[config.mk]
export PLATFORM = sky130hd
export DESIGN_NAME = control_movimiento
export DESIGN_NICKNAME = d
export VERILOG_FILES = /design/src/rtl/ascensor_pkg.sv /design/src/rtl/control_movimiento_selector_direccion.sv /design/src/rtl/control_movimiento.sv
export SDC_FILE = /design/constraint.sdc
export NUM_CORES = 1
export LEC_CHECK = 0
export CAP_MARGIN = 20
export CORE_ASPECT_RATIO = 0.6
export CORE_UTILIZATION = 40
export CTS_BUF_LIST = sky130_fd_sc_hd__clkbuf_8 sky130_fd_sc_hd__clkbuf_16
export DETAILED_ROUTE_END_ITERATION = 6
export GPL_TIMING_DRIVEN = 1
export RECOVER_POWER = 50
export SLEW_MARGIN = 20
export SYNTH_ARGS = -nofsm -noshare
export SYNTH_HDL_FRONTEND = slang
export SYNTH_SLANG_ARGS = --single-unit
[constraint.sdc]
create_clock -name clk -period 8.6 [get_ports clk]
set_clock_uncertainty 0.1 [all_clocks]
set_input_delay 2.58 -clock clk [delete_from_list [all_inputs] [get_ports clk]]
set_output_delay 2.58 -clock clk [all_outputs]
set_load 0.03 [all_outputs]
[src/rtl/ascensor_pkg.sv]
// Shared types and helpers for the elevator motion controller.
// State codes are visible to the door controller, so they are fixed here.
package ascensor_pkg;

  localparam int N_PISOS_DEF = 10;

  typedef enum logic [3:0] {
    REPOSO         = 4'd0,
    SUBIENDO       = 4'd1,
    BAJANDO        = 4'd2,
    FRENANDO       = 4'd3,
    EN_PISO        = 4'd4,
    ESPERA_PUERTAS = 4'd5,
    ERROR          = 4'd15
  } estado_t;

  localparam logic [1:0] MOTOR_PARO = 2'b00;
  localparam logic [1:0] MOTOR_SUBE = 2'b01;
  localparam logic [1:0] MOTOR_BAJA = 2'b10;

  // OR of the indices of all set bits; equals the bit index when v is one-hot.
  function automatic int onehot_a_indice(input logic [31:0] v);
    int idx;
    idx = 0;
    for (int i = 0; i < 32; i++) begin
      if (v[i]) idx = idx | i;
    end
    return idx;
  endfunction

  function automatic logic [1:0] motor_de(input estado_t e);
    case (e)
      SUBIENDO: return MOTOR_SUBE;
      BAJANDO:  return MOTOR_BAJA;
      default:  return MOTOR_PARO;
    endcase
  endfunction

endpackage

[src/rtl/control_movimiento_selector_direccion.sv]
// Combinational call scan: pending calls above, below and at the cabin floor.
module selector_direccion #(
  parameter int N_PISOS = 10,
  parameter int PW      = 4
) (
  input  logic [N_PISOS-1:0] pendientes,
  input  logic [PW-1:0]      piso_actual,
  output logic               hay_arriba,
  output logic               hay_abajo,
  output logic               aqui
);

  always_comb begin
    hay_arriba = 1'b0;
    hay_abajo  = 1'b0;
    aqui       = 1'b0;
    for (int i = 0; i < N_PISOS; i++) begin
      if (pendientes[i]) begin
        if (PW'(i) > piso_actual) hay_arriba = 1'b1;
        if (PW'(i) < piso_actual) hay_abajo  = 1'b1;
        if (PW'(i) == piso_actual) aqui      = 1'b1;
      end
    end
  end

endmodule

[src/rtl/control_movimiento.sv]
// Elevator motion FSM: call latching, floor tracking and collective scheduling.
// state          | meaning
// REPOSO         | stopped, choosing the next direction
// SUBIENDO       | motor up, looking for a called floor
// BAJANDO        | motor down, looking for a called floor
// FRENANDO       | motor held stopped for FRENO_CICLOS cycles
// EN_PISO        | one cycle at the floor: door request, call cleared
// ESPERA_PUERTAS | waiting for the door controller cycle (or timeout)
// ERROR          | sensor fault, sticky until reset
module control_movimiento
  import ascensor_pkg::*;
#(
  parameter int N_PISOS      = N_PISOS_DEF,
  parameter int FRENO_CICLOS = 4,
  parameter int ESPERA_MAX   = 1024
) (
  input  logic                       clk,
  input  logic                       rst_n,
  input  logic [N_PISOS-1:0]         pisos,
  input  logic [N_PISOS-1:0]         botones,
  input  logic                       trabajando,
  output logic [3:0]                 estado,
  output logic [1:0]                 motor,
  output logic [N_PISOS-1:0]         pendientes,
  output logic [$clog2(N_PISOS)-1:0] piso_actual,
  output logic                       dir_arriba
);

  localparam int PW = $clog2(N_PISOS);
  localparam int CW = $clog2(ESPERA_MAX + 1);

  estado_t            st, sig;
  logic [CW-1:0]      cnt;
  logic               visto;
  logic               dir_sig;
  logic               hay_arriba, hay_abajo, aqui;
  logic               pisos_varios, pisos_uno, llamada_sensor;
  logic [PW-1:0]      idx;
  logic [N_PISOS-1:0] servido;

  assign estado = st;

  selector_direccion #(.N_PISOS(N_PISOS), .PW(PW)) u_selector (
    .pendientes  (pendientes),
    .piso_actual (piso_actual),
    .hay_arriba  (hay_arriba),
    .hay_abajo   (hay_abajo),
    .aqui        (aqui)
  );

  always_comb begin
    pisos_varios   = (pisos & (pisos - N_PISOS'(1))) != '0;
    pisos_uno      = (pisos != '0) && !pisos_varios;
    idx            = PW'(onehot_a_indice(32'(pisos)));
    llamada_sensor = pisos_uno && pendientes[idx];
    servido        = (st == EN_PISO) ? (N_PISOS'(1) << piso_actual) : '0;
    sig            = st;
    dir_sig        = dir_arriba;
    case (st)
      REPOSO: begin
        if (aqui) sig = EN_PISO;
        else if (dir_arriba) begin
          if (hay_arriba) sig = SUBIENDO;
          else if (hay_abajo) sig = BAJANDO;
        end else begin
          if (hay_abajo) sig = BAJANDO;
          else if (hay_arriba) sig = SUBIENDO;
        end
      end
      SUBIENDO: begin
        if (llamada_sensor) sig = FRENANDO;
        else if (pisos[N_PISOS-1]) sig = ERROR;
      end
      BAJANDO: begin
        if (llamada_sensor) sig = FRENANDO;
        else if (pisos[0]) sig = ERROR;
      end
      FRENANDO:
        if (cnt == CW'(FRENO_CICLOS - 1)) sig = EN_PISO;
      EN_PISO:
        sig = ESPERA_PUERTAS;
      ESPERA_PUERTAS: begin
        // A door cycle that starts on the last wait cycle still counts as seen.
        if (!trabajando && (visto || cnt == CW'(ESPERA_MAX - 1))) sig = REPOSO;
      end
      ERROR:   sig = ERROR;
      default: sig = ERROR;
    endcase
    if (pisos_varios) sig = ERROR;
    if (sig == SUBIENDO) dir_sig = 1'b1;
    if (sig == BAJANDO)  dir_sig = 1'b0;
  end

  always_ff @(posedge clk) begin
    if (!rst_n) begin
      st          <= REPOSO;
      motor       <= MOTOR_PARO;
      pendientes  <= '0;
      piso_actual <= '0;
      dir_arriba  <= 1'b1;
      cnt         <= '0;
      visto       <= 1'b0;
    end else begin
      st         <= sig;
      motor      <= motor_de(sig);
      pendientes <= (pendientes | botones) & ~servido;
      dir_arriba <= dir_sig;
      if (pisos_uno) piso_actual <= idx;
      if (sig != st) begin
        cnt   <= '0;
        visto <= 1'b0;
      end else begin
        if (cnt != '1) cnt <= cnt + CW'(1);
        if (st == ESPERA_PUERTAS && trabajando) visto <= 1'b1;
      end
    end
  end

endmodule

==> impl_metrics.json, run 1 <==
{
  "status": "complete, but fails checks",
  "failed_checks": "DRC",
  "synth_seq_area_share": 0.296,
  "grt_pass1_wl_mm": 10.8,
  "crit_path_start": "pisos[0]",
  "multi_input_area_um2": 1470,
  "startpoint_type": "input pin",
  "area_delta_synth_final_pct": 26.3,
  "r2r_start": "piso_actual[0]",
  "ios": 44,
  "cp-end-kind": "flip-flop",
  "drc_errors": 2,
  "syn-cell-area_um2": 2230,
  "ctsRootBufferMaster": "clkbuf_8",
  "hold_violations": 0,
  "grt_setup_unrepaired": "no",
  "path_clk_slew_ns": 0.07,
  "cp.required_ns": 8.67,
  "grt_usage": 0.243,
  "gp_congestion": 0.864,
  "fmax_mhz": 160,
  "vias_per_cell": 6.18,
  "critical_path_arrival_ns": 6.30,
  "avgSynthCellArea_um2": 8.35,
  "worstSetupPathType": "input pin to flip-flop",
  "die_area_um2": 5880,
  "yosys.area.top_type": "dfxtp_1",
  "synth_compound_area_frac": 0.281,
  "period_minus_slack_ns": 6.23,
  "cts_tree": "built",
  "p_leak_nw": 0.932,
  "synth_cells": 267,
  "cts_setup_buffers": 0,
  "powerDensity_nw_per_um2": 135,
  "netlist_top_cells_area": "dfxtp_1 30%, nor4_2 5.1%, a21oi_1 4.7%",
  "ir_worst_vdd_mv": 0.0866,
  "place_area_um2": 2700,
  "finalSetupViolations": 0,
  "maxCapViolations": 0,
  "start_util": 0.428,
  "dp_hpwl_mm": 5.18,
  "post_cts_resized": 0,
  "cts.path.max_buffers": 2,
  "tightestPinTransition_ns": 0.802,
  "diodes": 0,
  "fin_util": 0.541,
  "vias": 2304,
  "synth_top_area_frac": 0.296,
  "ant_nets": 0,
  "syn_nets": 291,
  "slew_viol_final": 0,
  "clock-sinks": 33,
  "antenna_found_initial": 0,
  "fin_setup_tns_ns": 0,
  "synth.distinct_cells": 58,
  "hold_path.class": "flip-flop to flip-flop",
  "synth_xor_area_frac": 0.0393,
  "io_buffers": 43,
  "cts_inserted_buffers": 5,
  "first_global_vias": 2053,
  "row_count": 20,
  "overflow": 0,
  "die_x_um": 98.4,
  "synth.area.mux_share": 0.0365,
  "clk_latency_ns": 0.28,
  "ctsHtreeMaxLevel": 2,
  "crit_fanout": 12,
  "drive_above_1_share": 0.0977,
  "grt_max_degree": 24,
  "slew_headroom": 0.457,
  "ctsHoldBuffers": 0,
  "synth_ff_type": "dfxtp_1",
  "synthArstFlopShare": 0,
  "ff_latch_area_um2": 661,
  "yosys_register_bits": 33,
  "dr.pass1.iters": 6,
  "detail_route.wl_per_cell_um": 18.2,
  "core_area_um2": 5200,
  "design_area_um2": 2810,
  "min_from": "cnt[10]",
  "fin_nets": 330,
  "die_h_um": 59.8,
  "num-fill-cells": 519,
  "synth_adder_area_share": 0.0146,
  "synth_top_family_by_area": "simple AND/OR/NAND/NOR gates",
  "routed_wl_mm": 6.78,
  "finalCritPeriodShare": 0.725,
  "yosys.area_share.simple": 0.289,
  "synth_edf_count": 0,
  "yosysWarnings": 0,
  "first_iter_violations": 195
}
## through the flow
step                hold slack [ns]  power [mW]  setup WS [ns]  cells
floorplan                     0.423       0.201           3.01    267
global placement              0.454       0.232           2.21    365
detailed placement            0.453       0.233           2.09    365
CTS                           0.465       0.382           2.38    373
global route                  0.487       0.394           2.14    373
finish                        0.474       0.379           2.37    373
## cell families after synthesis
logic type,Yosys count
simple gates,106
compound gates,84
flops,33
buf+inv,23
xor+xnor,10
mux,8
fa+ha+maj,3
## metal layers
metal	vias up	wire length, um	share of wire	GRT usage
met3	7	653	0.096	0.0713
met1	1093	3760	0.55	0.394
met2	88	2310	0.34	0.291
met4	0	56	0.0083	0.0597
li1	1116	-	-	-
met5	-	0	0	0
## registers in the layout, summed over array words and instances, names as in the netlist
register	count
cnt	11
pendientes	10
estado	4
piso_actual	4
motor	2
dir_arriba	1
visto	1
## synth_stat cells, types with 6 or more instances
cell type	instances
dfxtp_1	33
a21oi_1	21
nand2_1	19
o21ai_0	18
nor2_1	17
nor4_1	12
clkbuf_1	10
inv_1	10
nand3_1	9
nor4_2	9
and3_1	7
mux2i_1	7
nor3_1	7
a211oi_1	6
xnor2_1	6
## final timing paths
path | end | slack, ns | cells after the start
max | cnt[9] | 2.37 | 9
min | cnt[10] | 0.47 | 2
max reg2reg | cnt[9] | 5.03 | 8
min reg2reg | cnt[10] | 0.47 | 2
## layout by cell type (no fill, tap or decap), drive strengths merged, types with 3 or more instances in the layout
cell type	count
a211oi	6
nor2b	5
nand3	10
dlygate4sd3	18
nand2	19
or4	5
xnor2	6
nor3	7
inv	11
dfxtp	33
a21oi	21
o22ai	3
a31oi	5
and2	5
o311ai	3
mux2i	7
and3	7
nor3b	4
o21ai	18
nor2	17
nand3b	3
xor2	4
clkdlybuf4s50	25
a2111oi	4
nor4	21
clkbuf	6
## cell type report
type | count | share of cell area
clock buffers | 6 | 0.0293
clock inverters | 2 | 0.0120
inverters | 10 | 0.0133
multi-input cells | 211 | 0.523
flip-flops and latches | 33 | 0.235
well taps | 66 | 0.0293
repair buffers | 45 | 0.158
## where the power goes
part	total [mW]	switching, mW	internal (mW)
sequential	0.169	0.0111	0.157
clock	0.150	0.0572	0.0933
combinational	0.0599	0.0338	0.0261
total	0.379	0.102	0.277
## worst max-delay path, cell delays in order
cell	delay (ns)
clkdlybuf4s50_1	0.51
or4_4	0.58
or4_4	0.52
a221oi_4	0.46
nand3_2	0.10
a31o_1	0.23
or3_1	0.31
a221o_1	0.56
a2111oi_0	0.43
Note: power is estimated with default switching activity, not from simulation.
==> run 2, diff against run 1 <==
clock period = 6.35 ns   (was 8.6 ns; I/O delays follow)
==> run 2 against run 1 <==
The run now ends clean. Via count up 0.48%. First-iteration DRC count is 2.6% higher. Non-clock buffer count up 1. Sequential share of layout area hardly changed. Critical path type unchanged.
==> impl_metrics.json, run 2 (synthesized netlist as in run 1, its figures left out) <==
{
  "status": "completed",
  "finalCritPeriodShare": 0.891,
  "clock-sinks": 33,
  "slew_viol_final": 0,
  "maxCapViolations": 0,
  "period_minus_slack_ns": 5.66,
  "clk_latency_ns": 0.29,
  "finalSetupViolations": 0,
  "die_h_um": 59.8,
  "worstSetupPathType": "input pin to flip-flop",
  "cp.required_ns": 6.41,
  "vias_per_cell": 6.21,
  "dr.pass1.iters": 6,
  "hold_violations": 0,
  "ir_worst_vdd_mv": 0.0886,
  "antenna_found_initial": 0,
  "core_area_um2": 5200,
  "ios": 44,
  "num-fill-cells": 513,
  "overflow": 0,
  "die_area_um2": 5880,
  "first_global_vias": 2023,
  "ant_nets": 0,
  "grt_usage": 0.244,
  "drive_above_1_share": 0.101,
  "gp_congestion": 0.865,
  "powerDensity_nw_per_um2": 179,
  "start_util": 0.428,
  "regMostFlops": "cnt",
  "vias": 2315,
  "design_area_um2": 2810,
  "diodes": 0,
  "detail_route.wl_per_cell_um": 18.2,
  "multi_input_area_um2": 1470,
  "grt_setup_unrepaired": "no",
  "post_cts_resized": 0,
  "cts.path.max_buffers": 2,
  "reg.largest.list": "cnt: 11 flops, pendientes: 10 flops",
  "fin_nets": 331,
  "grt_max_degree": 24,
  "fin_util": 0.540,
  "tightestPinTransition_ns": 0.770,
  "p_leak_nw": 0.929,
  "dp_hpwl_mm": 5.08,
  "cts_inserted_buffers": 5,
  "cts_setup_buffers": 0,
  "cts_tree": "built",
  "largest_reg_flops": 11,
  "ff_latch_area_um2": 661,
  "fmax_mhz": 177,
  "crit_fanout": 12,
  "hold_path.class": "flip-flop to flip-flop",
  "ctsRootBufferMaster": "clkbuf_8",
  "path_clk_slew_ns": 0.07,
  "fin_setup_tns_ns": 0,
  "row_count": 20,
  "routed_wl_mm": 6.79,
  "drc_errors": 0,
  "grt_pass1_wl_mm": 10.8,
  "cp-end-kind": "flip-flop",
  "p_total_uw": 503,
  "io_buffers": 43,
  "final_common_cell": "dfxtp_1",
  "ctsHoldBuffers": 0,
  "first_iter_violations": 200,
  "startpoint_type": "input pin",
  "final_cell_mix": "33 x dfxtp_1, 25 x clkdlybuf4s50_1, 21 x a21oi_1",
  "die_x_um": 98.4,
  "slew_headroom": 0.486,
  "area_delta_synth_final_pct": 26.1,
  "place_area_um2": 2710,
  "critical_path_arrival_ns": 5.72,
  "ctsHtreeMaxLevel": 2
}
run 2: cell count changes in the layout (fill, tap and decap cells not counted), sizes merged:
cell / before / now
buf: 2 / 3
clkbuf: 6 / 5
clkinv: 0 / 1
inv: 11 / 10
run 2: per-layer routing:
metal / wire length [um] / track usage / vias to the layer above
met4: 47 / 0.0640 / 0
met2: 2390 / 0.295 / 94
met5: 0 / 0 / -
met1: 3850 / 0.398 / 1107
li1: - / - / 1108
met3: 505 / 0.0608 / 6
run 2: path summary, 6_finish.rpt:
path	slack [ns]	startpoint	end	cells past startpoint
setup / recovery	0.69	pisos[0]	cnt[9]	9
hold / removal	0.45	cnt[10]	cnt[10]	2
setup reg to reg	2.65	piso_actual[0]	cnt[9]	8
hold reg to reg	0.45	cnt[10]	cnt[10]	2
run 2: critical path, stage by stage:
cell	delay (ns)
clkdlybuf4s50_1	0.52
or4_4	0.57
or4_4	0.52
a221oi_4	0.50
nand3_2	0.09
a31o_1	0.22
or3_1	0.31
a221o_1	0.59
a2111oi_0	0.48
run 2: cell type report:
type                       instances  area share
clock buffer                       5      0.0245
timing repair buffer              46       0.161
tap                               66      0.0294
clock inverter                     2      0.0125
inverter                          10      0.0134
sequential                        33       0.235
multi-input combinational        211       0.524
run 2: power breakdown:
part	switching, mW	total, mW	internal, mW
combinational	0.0462	0.0817	0.0355
clock	0.0786	0.193	0.114
sequential	0.0155	0.229	0.213
total	0.140	0.503	0.363
run 2: per-stage QoR:
step / worst slack, ns / cells / hold slack [ns]
floorplan: 1.43 / 267 / 0.423
global placement: 0.510 / 366 / 0.445
detailed placement: 0.381 / 366 / 0.447
CTS: 0.682 / 373 / 0.458
global route: 0.551 / 373 / 0.480
finish: 0.694 / 373 / 0.455
==> run 3, diff against run 2 <==
GPL_ROUTABILITY_DRIVEN = 0   (was unset)
==> results of run 3 <==
The final DEF is identical to that of run 2; final timing and power are the same.
==> variant 1, RTL diff (config.mk and constraints of run 1) <==
Register the output `pendientes` once more, cleared by the reset; this adds one clock of latency there. The other outputs are not delayed to match.
--- a/src/rtl/control_movimiento.sv
+++ b/src/rtl/control_movimiento.sv
@@ -29,6 +29,8 @@
   localparam int PW = $clog2(N_PISOS);
   localparam int CW = $clog2(ESPERA_MAX + 1);
 
+  logic [N_PISOS-1:0] pendientes_s0;
+
   estado_t            st, sig;
   logic [CW-1:0]      cnt;
   logic               visto;
@@ -41,7 +43,7 @@
   assign estado = st;
 
   selector_direccion #(.N_PISOS(N_PISOS), .PW(PW)) u_selector (
-    .pendientes  (pendientes),
+    .pendientes  (pendientes_s0),
     .piso_actual (piso_actual),
     .hay_arriba  (hay_arriba),
     .hay_abajo   (hay_abajo),
@@ -52,7 +54,7 @@
     pisos_varios   = (pisos & (pisos - N_PISOS'(1))) != '0;
     pisos_uno      = (pisos != '0) && !pisos_varios;
     idx            = PW'(onehot_a_indice(32'(pisos)));
-    llamada_sensor = pisos_uno && pendientes[idx];
+    llamada_sensor = pisos_uno && pendientes_s0[idx];
     servido        = (st == EN_PISO) ? (N_PISOS'(1) << piso_actual) : '0;
     sig            = st;
     dir_sig        = dir_arriba;
@@ -95,7 +97,7 @@
     if (!rst_n) begin
       st          <= REPOSO;
       motor       <= MOTOR_PARO;
-      pendientes  <= '0;
+      pendientes_s0 <= '0;
       piso_actual <= '0;
       dir_arriba  <= 1'b1;
       cnt         <= '0;
@@ -103,7 +105,7 @@
     end else begin
       st         <= sig;
       motor      <= motor_de(sig);
-      pendientes <= (pendientes | botones) & ~servido;
+      pendientes_s0 <= (pendientes_s0 | botones) & ~servido;
       dir_arriba <= dir_sig;
       if (pisos_uno) piso_actual <= idx;
       if (sig != st) begin
@@ -116,5 +118,13 @@
     end
   end
 
+  always_ff @(posedge clk) begin
+    if (!rst_n) begin
+      pendientes <= '0;
+    end else begin
+      pendientes <= pendientes_s0;
+    end
+  end
+
 endmodule
 
Formal check against the unedited RTL: not equivalent (Yosys sat finds a counterexample within 4 cycles, from zero or initial values and one cycle with rst_n low).
==> variant 1 against run 1 <==
The flow still finishes with violations (design-rule violations). Cell area rose by 10%. Wire length grew 3.9%. Sequential share of layout area rose by 4.2 points. Global-route usage decreased by 2.6 points. Via count grew 11%. Area after synthesis rose by 14%. Worst setup slack improved by 0.35 ns. Critical path depth decreased by 1. Power rose by 18%. Sequential cell count is 10 higher. Non-clock buffer count fell by 2. Synthesized cell count rose by 17%. Largest power group unchanged.
==> variant 1: results <==
set metrics [dict create \
    outcome "complete, but fails checks" \
    violations "design-rule violations" \
    vias_in_the_first_global_route 2153 \
    synth_top_family_by_area "compound AO/OA/AOI/OAI gates" \
    gpl_wtd_cong 0.908 \
    synthesis.nets 336 \
    first_iter_violations 163 \
    yosysSeqAreaShare_pct 33.9 \
    ir_worst_vdd_mv 0.0687 \
    global_route_wire_length_before_repair_mm 11.4 \
    detail_route.wl_per_cell_um 16.5 \
    ys_types 65 \
    dpl_worst_slack_ns 2.45 \
    drt-vias-per-instance 5.96 \
    dpl-instance-area_um2 2990 \
    rrSetupSlack_ns 5.00 \
    crit_slowest_cell "sky130_fd_sc_hd__a2111oi_0" \
    cell_types_with_the_highest_counts_after_synthesis "sky130_fd_sc_hd__dfxtp_1 (43), sky130_fd_sc_hd__nor2_1 (24), sky130_fd_sc_hd__a21oi_1 (19), sky130_fd_sc_hd__nor3_1 (19), sky130_fd_sc_hd__o21ai_0 (19)" \
    grt_start_max_net_pins 23 \
    top_regs "cnt: 11 flops, pendientes: 10 flops, pendientes_s0: 10 flops" \
    nNetsFinal 366 \
    hpwl_after_detailed_placement_mm 5.16 \
    clkLatencyLatePin_ns 0.30 \
    synth_adder_area_share_pct 0.887 \
    drive_gt1_share_pct 6.71 \
    post_route_drc 1 \
    static_leak_nw 1.06 \
    cpPeakStageDelay_ns 0.63 \
    layout_min_cycle_time_ns 5.89 \
    synthXorXnorAreaFrac_pct 2.76 \
]
[variant 1: cell count changes after synthesis, moves of 3 or more]
cell	change
sky130_fd_sc_hd__nand2_1	-5
sky130_fd_sc_hd__o31ai_1	+5
sky130_fd_sc_hd__and3_1	-7
sky130_fd_sc_hd__nor3_1	+12
sky130_fd_sc_hd__nand4_1	+3
sky130_fd_sc_hd__nor4_2	-9
sky130_fd_sc_hd__a21o_1	+3
sky130_fd_sc_hd__nor2_1	+7
sky130_fd_sc_hd__dfxtp_1	+10
sky130_fd_sc_hd__and2_1	+6
sky130_fd_sc_hd__buf_1	+4
[variant 1: area by class of cell]
cell class / instances / area (µm²) / area share, %
Clock buffer: 6 / 82.6 / 2.66
Clock inverter: 2 / 35.0 / 1.13
Inverter: 10 / 37.5 / 1.21
Multi-Input combinational cell: 239 / 1550 / 50.0
Sequential cell: 43 / 861 / 27.7
Tap cell: 84 / 105 / 3.38
Timing Repair Buffer: 43 / 430 / 13.9
[variant 1: per-layer routing]
layer	part of all wire, %	global-route usage [%]	vias up
li1	-	-	1266
met3	8.2	5.49	4
met2	36	27.6	87
met1	55	35.1	1190
met4	0.48	4.23	0
met5	0	0	-
[variant 1: worst paths after layout]
check | from | to | cells after the start
worst max-delay path | pisos[3] | cnt[1] | 8
worst min-delay path | visto | visto | 2
worst max register to register | piso_actual[3] | cnt[1] | 7
worst min register to register | visto | visto | 2
[variant 1: metrics by stage]
step	util [%]	hold WS, ns	std cells
floorplan	-	0.372	312
global placement	48.9	0.394	419
detailed placement	48.9	0.404	419
CTS	50.8	0.425	427
global route	50.8	0.477	427
finish	50.8	0.430	427
[variant 1: worst reg2reg max path, stage by stage, from the launching register on]
cell and delay (ns):
sky130_fd_sc_hd__dfxtp_1 0.78, sky130_fd_sc_hd__mux2_2 0.42, sky130_fd_sc_hd__a32o_1 0.29, sky130_fd_sc_hd__nor4_1 0.39, sky130_fd_sc_hd__o21ai_0 0.20, sky130_fd_sc_hd__o2111a_1 0.28
sky130_fd_sc_hd__o2111ai_1 0.82, sky130_fd_sc_hd__nor3_1 0.16
[variant 1: power by group]
group | total, W | switching, W | internal (W)
combinational | 0.0000616 | 0.0000336 | 0.0000280
clock | 0.000166 | 0.0000722 | 0.0000940
sequential | 0.000218 | 0.0000121 | 0.000206
total | 0.000446 | 0.000118 | 0.000328
[variant 1: cells by family after synthesis]
family,after synthesis
AND/OR/NAND/NOR,122
AO/OA/AOI/OAI,99
flip-flops,43
buffers and inverters,30
XOR/XNOR,8
multiplexers,8
adder cells (fa/ha/maj),2
==> variant 2, RTL diff (settings of run 1) <==
Made on the original files. Change the package constant `N_PISOS_DEF` from 10 to 12.
--- a/src/rtl/ascensor_pkg.sv
+++ b/src/rtl/ascensor_pkg.sv
@@ -2,7 +2,7 @@
 // State codes are visible to the door controller, so they are fixed here.
 package ascensor_pkg;
 
-  localparam int N_PISOS_DEF = 10;
+  localparam int N_PISOS_DEF = 12;
 
   typedef enum logic [3:0] {
     REPOSO         = 4'd0,
Ports: changed (resized botones, pendientes and pisos); port bits go from 44 to 50. No check against the original RTL was run, so the function may have changed too.
==> variant 2 against run 1 <==
Wire length is 5.6% higher. Count of clock-buffer cells in the layout shrank 1. Non-clock buffer count increased by 4. Area after synthesis grew 4.6%. Sequential cell count increased by 2. Power fell by 4.8%. Worst setup slack improved by 0.020 ns. Cell area rose by 4.8%.
==> variant 2: results <==
set metrics [dict create \
    outcome "complete, no violations" \
    drive_gt1_share_pct 5.23 \
    cpPeakStageDelay_ns 0.70 \
    num-nonclk-inverters 9 \
    grt.met2_usage_pct 30.9 \
    place_inst 416 \
    final.signal_buffer_count 49 \
    worst-slew-pin-transition_ns 0.971 \
    nNetsFinal 371 \
    clockBufferCount 5 \
    critical_path_arrival_ns 6.32 \
    groute.layer.met3.usage_pct 4.31 \
    p_seq_share_pct 49.6 \
    ys_types 63 \
    numPortBuffers 49 \
    first_iter_violations 192 \
    cell_types_with_the_highest_counts_after_synthesis "sky130_fd_sc_hd__dfxtp_1 (35), sky130_fd_sc_hd__o21ai_0 (29), sky130_fd_sc_hd__nor2_1 (27)" \
    area_share_nonclk_buffers_pct 16.6 \
    gpl_wtd_cong 0.918 \
    detail_route.first_pass.iterations 5 \
    multi_input_area_um2 1540 \
    ir_worst_vdd_mv 0.0778 \
    dpl_worst_slack_ns 1.93 \
    groute.usage.overall_pct 24.3 \
    clkCellAreaFrac_pct 2.89 \
    synth.avg_cell_area_um2 7.69 \
    vias_in_the_first_global_route 2102 \
    fp.coreArea_um2 5600 \
    layout.filler_cells 540 \
    dpl-instance-area_um2 2860 \
    synth.area.top_cells "sky130_fd_sc_hd__dfxtp_1 (30%), sky130_fd_sc_hd__o21ai_0 (6.2%), sky130_fd_sc_hd__nor2_1 (4.3%)" \
    seqAreaFraction_pct 23.8 \
    hpwl_after_detailed_placement_mm 5.31 \
    synthesis.nets 331 \
    seq_cell_power_w 0.000179 \
    utilization_of_the_core_after_routing_pct 52.7 \
    global_route_wire_length_before_repair_mm 11.3 \
    crit_slowest_cell "sky130_fd_sc_hd__or4_1" \
    critical_path.startpoint "pisos[5]" \
    global_route.usage.met1_pct 40.8 \
    worst_r2r_startpoint "piso_actual[1]" \
    static_leak_nw 0.956 \
    clockPowerShare_pct 33.1 \
    drt_wl_total_mm 7.15 \
    top_regs "pendientes: 12 flops, cnt: 11 flops" \
]
variant 2: cell count changes in the layout (fill, tap and decap cells not counted), sizes merged, moves of 5 or more:
cell	before	now
a31oi	5	13
clkdlybuf4s50	25	31
nand2	19	13
nand2b	0	5
nand4	0	7
nor2	17	27
nor2b	5	0
nor3	7	14
nor4	21	10
o21ai	18	29
variant 2: worst paths after layout:
path	end	slack [ns]	depth (start not counted)
worst max-delay path	cnt[6]	2.39	9
worst min-delay path	cnt[10]	0.44	2
worst max register to register	cnt[10]	4.65	8
worst min register to register	cnt[10]	0.44	2
variant 2: cell families after synthesis:
group | share of synthesized area, %
and+or+nand+nor | 27.9
buffers and inverters | 4.24
DFF | 30.1
AOI/OAI and AO/OA | 30.7
muxes | 2.74
adders and majority gates | 1.45
xor gates and xnor gates | 3.01
variant 2: per-layer routing:
| metal | part of all wire, % | wire, µm |
|---|---|---|
| met1 | 55 | 3950 |
| met2 | 37 | 2650 |
| met3 | 7.0 | 498 |
| met4 | 0.70 | 50 |
| met5 | 0 | 0 |
